### src/rtl/key_conditioner.sv
// Push-button conditioner: per-channel 2-FF synchronizer, debounce counter and
// press/hold/repeat FSM producing a clean level plus single-cycle event pulses.
module key_conditioner #(
  parameter int N_KEYS       = 3,
  parameter int ACTIVE_LOW   = 0,
  parameter int DEBOUNCE_CYC = 50000,
  parameter int LONG_CYC     = 25000000,
  parameter int REPEAT_CYC   = 5000000
) (
  input  logic              clk,
  input  logic              rst,
  input  logic [N_KEYS-1:0] key_raw,
  output logic [N_KEYS-1:0] key_level,
  output logic [N_KEYS-1:0] key_press,
  output logic [N_KEYS-1:0] key_release,
  output logic [N_KEYS-1:0] key_repeat,
  output logic              key_any
);

  localparam int DB_W     = $clog2(DEBOUNCE_CYC + 1);
  localparam int HOLD_MAX = (LONG_CYC > REPEAT_CYC) ? LONG_CYC : REPEAT_CYC;
  localparam int HOLD_W   = $clog2(HOLD_MAX + 1);

  localparam logic [DB_W-1:0]   DB_LAST     = DB_W'(DEBOUNCE_CYC - 1);
  localparam logic [DB_W-1:0]   DB_ZERO     = {DB_W{1'b0}};
  localparam logic [HOLD_W-1:0] LONG_LAST   = HOLD_W'(LONG_CYC - 1);
  localparam logic [HOLD_W-1:0] REPEAT_LAST = HOLD_W'(REPEAT_CYC - 1);
  localparam logic [HOLD_W-1:0] HOLD_SAT    = {HOLD_W{1'b1}};
  localparam logic [HOLD_W-1:0] HOLD_ZERO   = {HOLD_W{1'b0}};

  typedef enum logic [1:0] {
    ST_IDLE   = 2'd0,
    ST_HELD   = 2'd1,
    ST_REPEAT = 2'd2
  } state_t;

  logic [N_KEYS-1:0] key_fix_s;
  logic [N_KEYS-1:0] level_next_s;
  logic              key_any_r;

  assign key_fix_s = (ACTIVE_LOW != 0) ? ~key_raw : key_raw;

  for (genvar i = 0; i < N_KEYS; i++) begin : g_key
    logic              s1_r, s2_r;
    logic              level_r, press_r, release_r, repeat_r;
    logic              level_s, press_s, release_s, repeat_s, accept_s;
    logic [DB_W-1:0]   db_cnt_r, db_cnt_s;
    logic [HOLD_W-1:0] hold_cnt_r, hold_cnt_s, hold_inc_s;
    state_t            state_r, state_s;

    // Synchronizer, counters, FSM state and registered outputs for this channel
    always_ff @(posedge clk) begin
      if (rst) begin
        s1_r       <= 1'b0;
        s2_r       <= 1'b0;
        db_cnt_r   <= DB_ZERO;
        hold_cnt_r <= HOLD_ZERO;
        state_r    <= ST_IDLE;
        level_r    <= 1'b0;
        press_r    <= 1'b0;
        release_r  <= 1'b0;
        repeat_r   <= 1'b0;
      end else begin
        s1_r       <= key_fix_s[i];
        s2_r       <= s1_r;
        db_cnt_r   <= db_cnt_s;
        hold_cnt_r <= hold_cnt_s;
        state_r    <= state_s;
        level_r    <= level_s;
        press_r    <= press_s;
        release_r  <= release_s;
        repeat_r   <= repeat_s;
      end
    end

    // Debounce acceptance and press/hold/repeat next-state logic
    always_comb begin
      db_cnt_s   = db_cnt_r;
      accept_s   = 1'b0;
      hold_inc_s = hold_cnt_r;
      hold_cnt_s = hold_cnt_r;
      state_s    = state_r;
      level_s    = level_r;
      press_s    = 1'b0;
      release_s  = 1'b0;
      repeat_s   = 1'b0;

      if (s2_r == level_r) begin
        db_cnt_s = DB_ZERO;
      end else if (db_cnt_r == DB_LAST) begin
        db_cnt_s = DB_ZERO;
        accept_s = 1'b1;
      end else begin
        db_cnt_s = db_cnt_r + DB_W'(1);
      end

      if (hold_cnt_r == HOLD_SAT) begin
        hold_inc_s = hold_cnt_r;
      end else begin
        hold_inc_s = hold_cnt_r + HOLD_W'(1);
      end

      // A release accepted on a repeat edge takes priority over the repeat
      case (state_r)
        ST_IDLE: begin
          hold_cnt_s = HOLD_ZERO;
          if (accept_s) begin
            state_s = ST_HELD;
            level_s = 1'b1;
            press_s = 1'b1;
          end else begin
            level_s = 1'b0;
          end
        end
        ST_HELD: begin
          if (accept_s) begin
            state_s    = ST_IDLE;
            level_s    = 1'b0;
            release_s  = 1'b1;
            hold_cnt_s = HOLD_ZERO;
          end else if (hold_cnt_r == LONG_LAST) begin
            state_s    = ST_REPEAT;
            repeat_s   = 1'b1;
            hold_cnt_s = HOLD_ZERO;
          end else begin
            hold_cnt_s = hold_inc_s;
          end
        end
        ST_REPEAT: begin
          if (accept_s) begin
            state_s    = ST_IDLE;
            level_s    = 1'b0;
            release_s  = 1'b1;
            hold_cnt_s = HOLD_ZERO;
          end else if (hold_cnt_r == REPEAT_LAST) begin
            repeat_s   = 1'b1;
            hold_cnt_s = HOLD_ZERO;
          end else begin
            hold_cnt_s = hold_inc_s;
          end
        end
        default: begin
          state_s    = ST_IDLE;
          level_s    = 1'b0;
          hold_cnt_s = HOLD_ZERO;
        end
      endcase
    end

    assign key_level[i]    = level_r;
    assign key_press[i]    = press_r;
    assign key_release[i]  = release_r;
    assign key_repeat[i]   = repeat_r;
    assign level_next_s[i] = level_s;
  end

  // key_any registered from next-state levels so it lines up with key_level
  always_ff @(posedge clk) begin
    if (rst) begin
      key_any_r <= 1'b0;
    end else begin
      key_any_r <= |level_next_s;
    end
  end

  assign key_any = key_any_r;

endmodule

### config.mk
export PLATFORM = sky130hd
export DESIGN_NAME = key_conditioner
export DESIGN_NICKNAME = d
export VERILOG_FILES = /design/src/rtl/key_conditioner.sv
export SDC_FILE = /design/constraint.sdc
export NUM_CORES = 1
export LEC_CHECK = 0
export ABC_AREA = 1
export CORE_ASPECT_RATIO = 1.75
export CORE_MARGIN = 8
export CORE_UTILIZATION = 35
export CTS_CLUSTER_DIAMETER = 200
export DETAILED_ROUTE_END_ITERATION = 16
export HOLD_SLACK_MARGIN = 0.15
export PLACE_DENSITY_LB_ADDON = 0.15
export SKIP_CTS_REPAIR_TIMING = 1
export SLEW_MARGIN = 20
export SYNTH_ARGS = -nofsm -noshare
export SYNTH_HDL_FRONTEND = slang
export SYNTH_SLANG_ARGS = --single-unit
### constraint.sdc
create_clock -name clk -period 1.69 [get_ports clk]
set_input_delay 0.338 -clock clk [delete_from_list [all_inputs] [get_ports clk]]
set_output_delay 0.338 -clock clk [all_outputs]
set_load 0.01 [all_outputs]
==> results_dict.tcl <==
set metrics [dict create \
    synth_cell_type_count 47 \
    num_io_pins 18 \
    fin_worst_skew_ns 0.00784 \
    die_width_um 135 \
    worstSetupStartpointType "flop" \
    leakagePower_nw 4.69 \
    synth-edff-count 0 \
    hold_slack_ns 0.406 \
    dieArea_mm2 0.0302 \
    hpwl_um 19300 \
    power_w 0.00772 \
    syn_to_final_growth_pct 31.6 \
    p_switching_w 0.00164 \
    timing.rr.end "g_key[1].hold_cnt_r[1]" \
    yosysTopAreaCellShare_pct 34.2 \
    grt_usage_pct 16.4 \
    internal-power_w 0.00608 \
    layoutNonFillerInstCount 1784 \
    maxCapViolations 0 \
    holdCritStartpoint "g_key[1].s1_r" \
    placed_area_mm2 0.0102 \
    slowest_delay_ns 0.35 \
    seq_power_share_pct 45.3 \
    yosysTopAreaCell "dfxtp_1" \
    wl_per_cell_um 14.0 \
    worst_pin_slew_ns 0.431 \
    critPathMaxFanout 6 \
    core_mm2 0.0244 \
    synth_seq_cells 148 \
    syn-cell-area_mm2 0.00866 \
    initial_utilization_pct 35.4 \
    syn_avg_cell_area_um2 6.74 \
    rows 76 \
    path_cells "ha_4, inv_2, nor2_4, inv_2, nor2_4, nand4_1, nand2_2, nand2_4, nand2_8, buf_12, nor2_1" \
    hold_viol 0 \
    critPathTopFamily "simple AND/OR/NAND/NOR gates" \
    first_pass_iters 4 \
    vias 8382 \
    crit_required_ns 2.02 \
    synth_fp_nets 1307 \
    async_reset_ff_share_pct 0 \
    cts_sinks 148 \
    dp_cells 1737 \
    slew_headroom_pct 71.2 \
    end_kind "flop" \
    place_congestion 0.926 \
    grt_pass1_wl_um 38700 \
    finalSetupViolCount 0 \
    cp_num_buf_inv 3 \
    io_buffers 17 \
    hold_path_depth 2 \
    clk_pin_slew_ns 0.06 \
    grt.overflow.total 0 \
    swShare_pct 21.2 \
    clock_path_buffers 2 \
    vdd_drop_max_mv 0.656 \
    hold_path_end "g_key[1].s2_r" \
    synth_cells 1284 \
    ys_warn_count 0 \
    mostFrequentLayoutCells "nand2_1, nor2_1, buf_4" \
    clockRootBuffer "clkbuf_16" \
    drc 0 \
    post-route-cell-area_mm2 0.0114 \
    die_y_um 224 \
    wl_um 24900 \
    fmax_ghz 0.596 \
    synth_ff_type "dfxtp_1" \
    synth_area_leaders "dfxtp_1, nand2_1, nor2_1" \
    status "complete, no violations" \
    power.density_mw_per_mm2 678 \
    period_share_pct 99.3 \
    antenna_found_initial 0 \
    hold_path_class "reg2reg" \
    reg2reg_depth 11 \
    diodes 0 \
    slew_viol_final 0 \
    layout_commonest_cell "nand2_1" \
    grt_max_degree 25 \
    cts_tree "done" \
    drive_above_1_share_pct 27.4 \
    final_nets 1483 \
    postLayoutSetupSlackWorst_ns 0.0120 \
    grt_pass1_vias 8258 \
    synth-seq-area-share_pct 34.2 \
    cts_buffers 17 \
    r2r-start "g_key[1].hold_cnt_r[1]" \
    place_ws_ns -0.130 \
    worstSetupPathType "reg2reg" \
    p_clk_share_pct 53.7 \
    ant_nets 0 \
    via_per_inst 4.70 \
    min_period_ns 1.68 \
    clock_latency_ns 0.44 \
    drt_iter0_markers 330 \
    htree_num_levels 4 \
    rsz0062_at_grt "true" \
    critPathArrivalTime_ns 2.01 \
    cpMaxStageDelayCell "dfxtp_2" \
    p_comb_share_pct 0.9 \
    rrSetupSlack_ns 0.01 \
]
==> registers in the layout, summed over array words and instances (netlist names) <==
signal and cells:
g_key.hold_cnt_r 75, g_key.db_cnt_r 48, g_key.state_r 6, g_key.level_r 3, g_key.press_r 3, g_key.release_r 3, g_key.repeat_r 3, g_key.s1_r 3
g_key.s2_r 3, key_any 1
==> worst max-delay path by stage <==
stage | from | endpoint | slack (ns) | cells after the start
after floorplan | g_key[2].hold_cnt_r[0] | g_key[2].hold_cnt_r[20] | 0.07 | 11
after global placement | rst | g_key[0].db_cnt_r[14] | -0.13 | 6
after detailed placement | rst | g_key[0].db_cnt_r[14] | -0.13 | 6
after CTS | g_key[0].level_r | key_level[0] | -0.19 | 2
after global routing | g_key[1].db_cnt_r[0] | g_key[1].hold_cnt_r[13] | -0.09 | 11
final | g_key[1].hold_cnt_r[1] | g_key[1].hold_cnt_r[1] | 0.01 | 11
==> metal layers <==
metal | track usage [%] | part of all wire, %
met1 | 14.3 | 34
met2 | 31.2 | 55
met3 | 3.45 | 2.7
met4 | 13.1 | 8.0
met5 | 0 | 0
==> synth_stat cells, types with 6 or more instances <==
cell type,instances
o21ai_0,13
nand3_1,82
inv_1,151
nand2_1,272
buf_6,6
buf_4,12
nand2_2,22
xnor2_1,9
or2_2,7
nor2_2,54
xor2_1,34
buf_2,7
dfxtp_1,148
nand3b_1,6
ha_1,18
a21oi_1,53
nor3_1,34
inv_2,18
nand3_2,6
nor2_1,240
nand4_1,25
==> worst register-to-register path: stages, from the launching register on <==
cell and delay (ns):
dfxtp_2 0.35, ha_4 0.14, inv_2 0.04, nor2_4 0.16, inv_2 0.08, nor2_4 0.13, nand4_1 0.19, nand2_2 0.13
nand2_4 0.08, nand2_8 0.10, buf_12 0.14, nor2_1 0.05
==> through the flow <==
| stage | util (%) | setup TNS (ns) |
|---|---|---|
| 4_1_cts | 44.2 | -2.25 |
| 3_3_place_gp | 41.6 | -2.72 |
| 6_report | 46.6 | 0 |
| 5_1_grt | 46.6 | -2.03 |
| 3_5_place_dp | 41.6 | -2.44 |
| 2_1_floorplan | - | 0 |
==> cell type report <==
cell class / instances / area, µm²
inverter: 173 / 657
tap: 312 / 390
timing repair inverter: 1 / 5.00
sequential: 148 / 2990
fill: 2543 / 13100
clock buffer: 20 / 457
timing repair buffer: 181 / 1530
multi-input combinational: 938 / 5180
clock inverter: 11 / 173
==> kinds of logic (layout without fill, tap and decap cells) <==
group,after synthesis,after routing,synth area share [%]
xor gates and xnor gates,44,44,4.54
DFF,148,148,34.2
AOI/OAI and AO/OA,87,87,5.64
adders and majority gates,18,18,2.60
and+or+nand+nor,783,787,42.5
muxes,2,2,0.231
buffers and inverters,202,386,10.3
==> power groups by stage <==
stage,registers (W),clock network (W),logic (W)
2_1_floorplan,0.00358,0,0.0000316
3_3_place_gp,0.00358,0,0.0000731
3_5_place_dp,0.00358,0,0.0000729
4_1_cts,0.00350,0.00427,0.0000731
5_1_grt,0.00350,0.00440,0.0000793
6_report,0.00350,0.00415,0.0000726
Note: power is estimated with default switching activity, not from simulation.
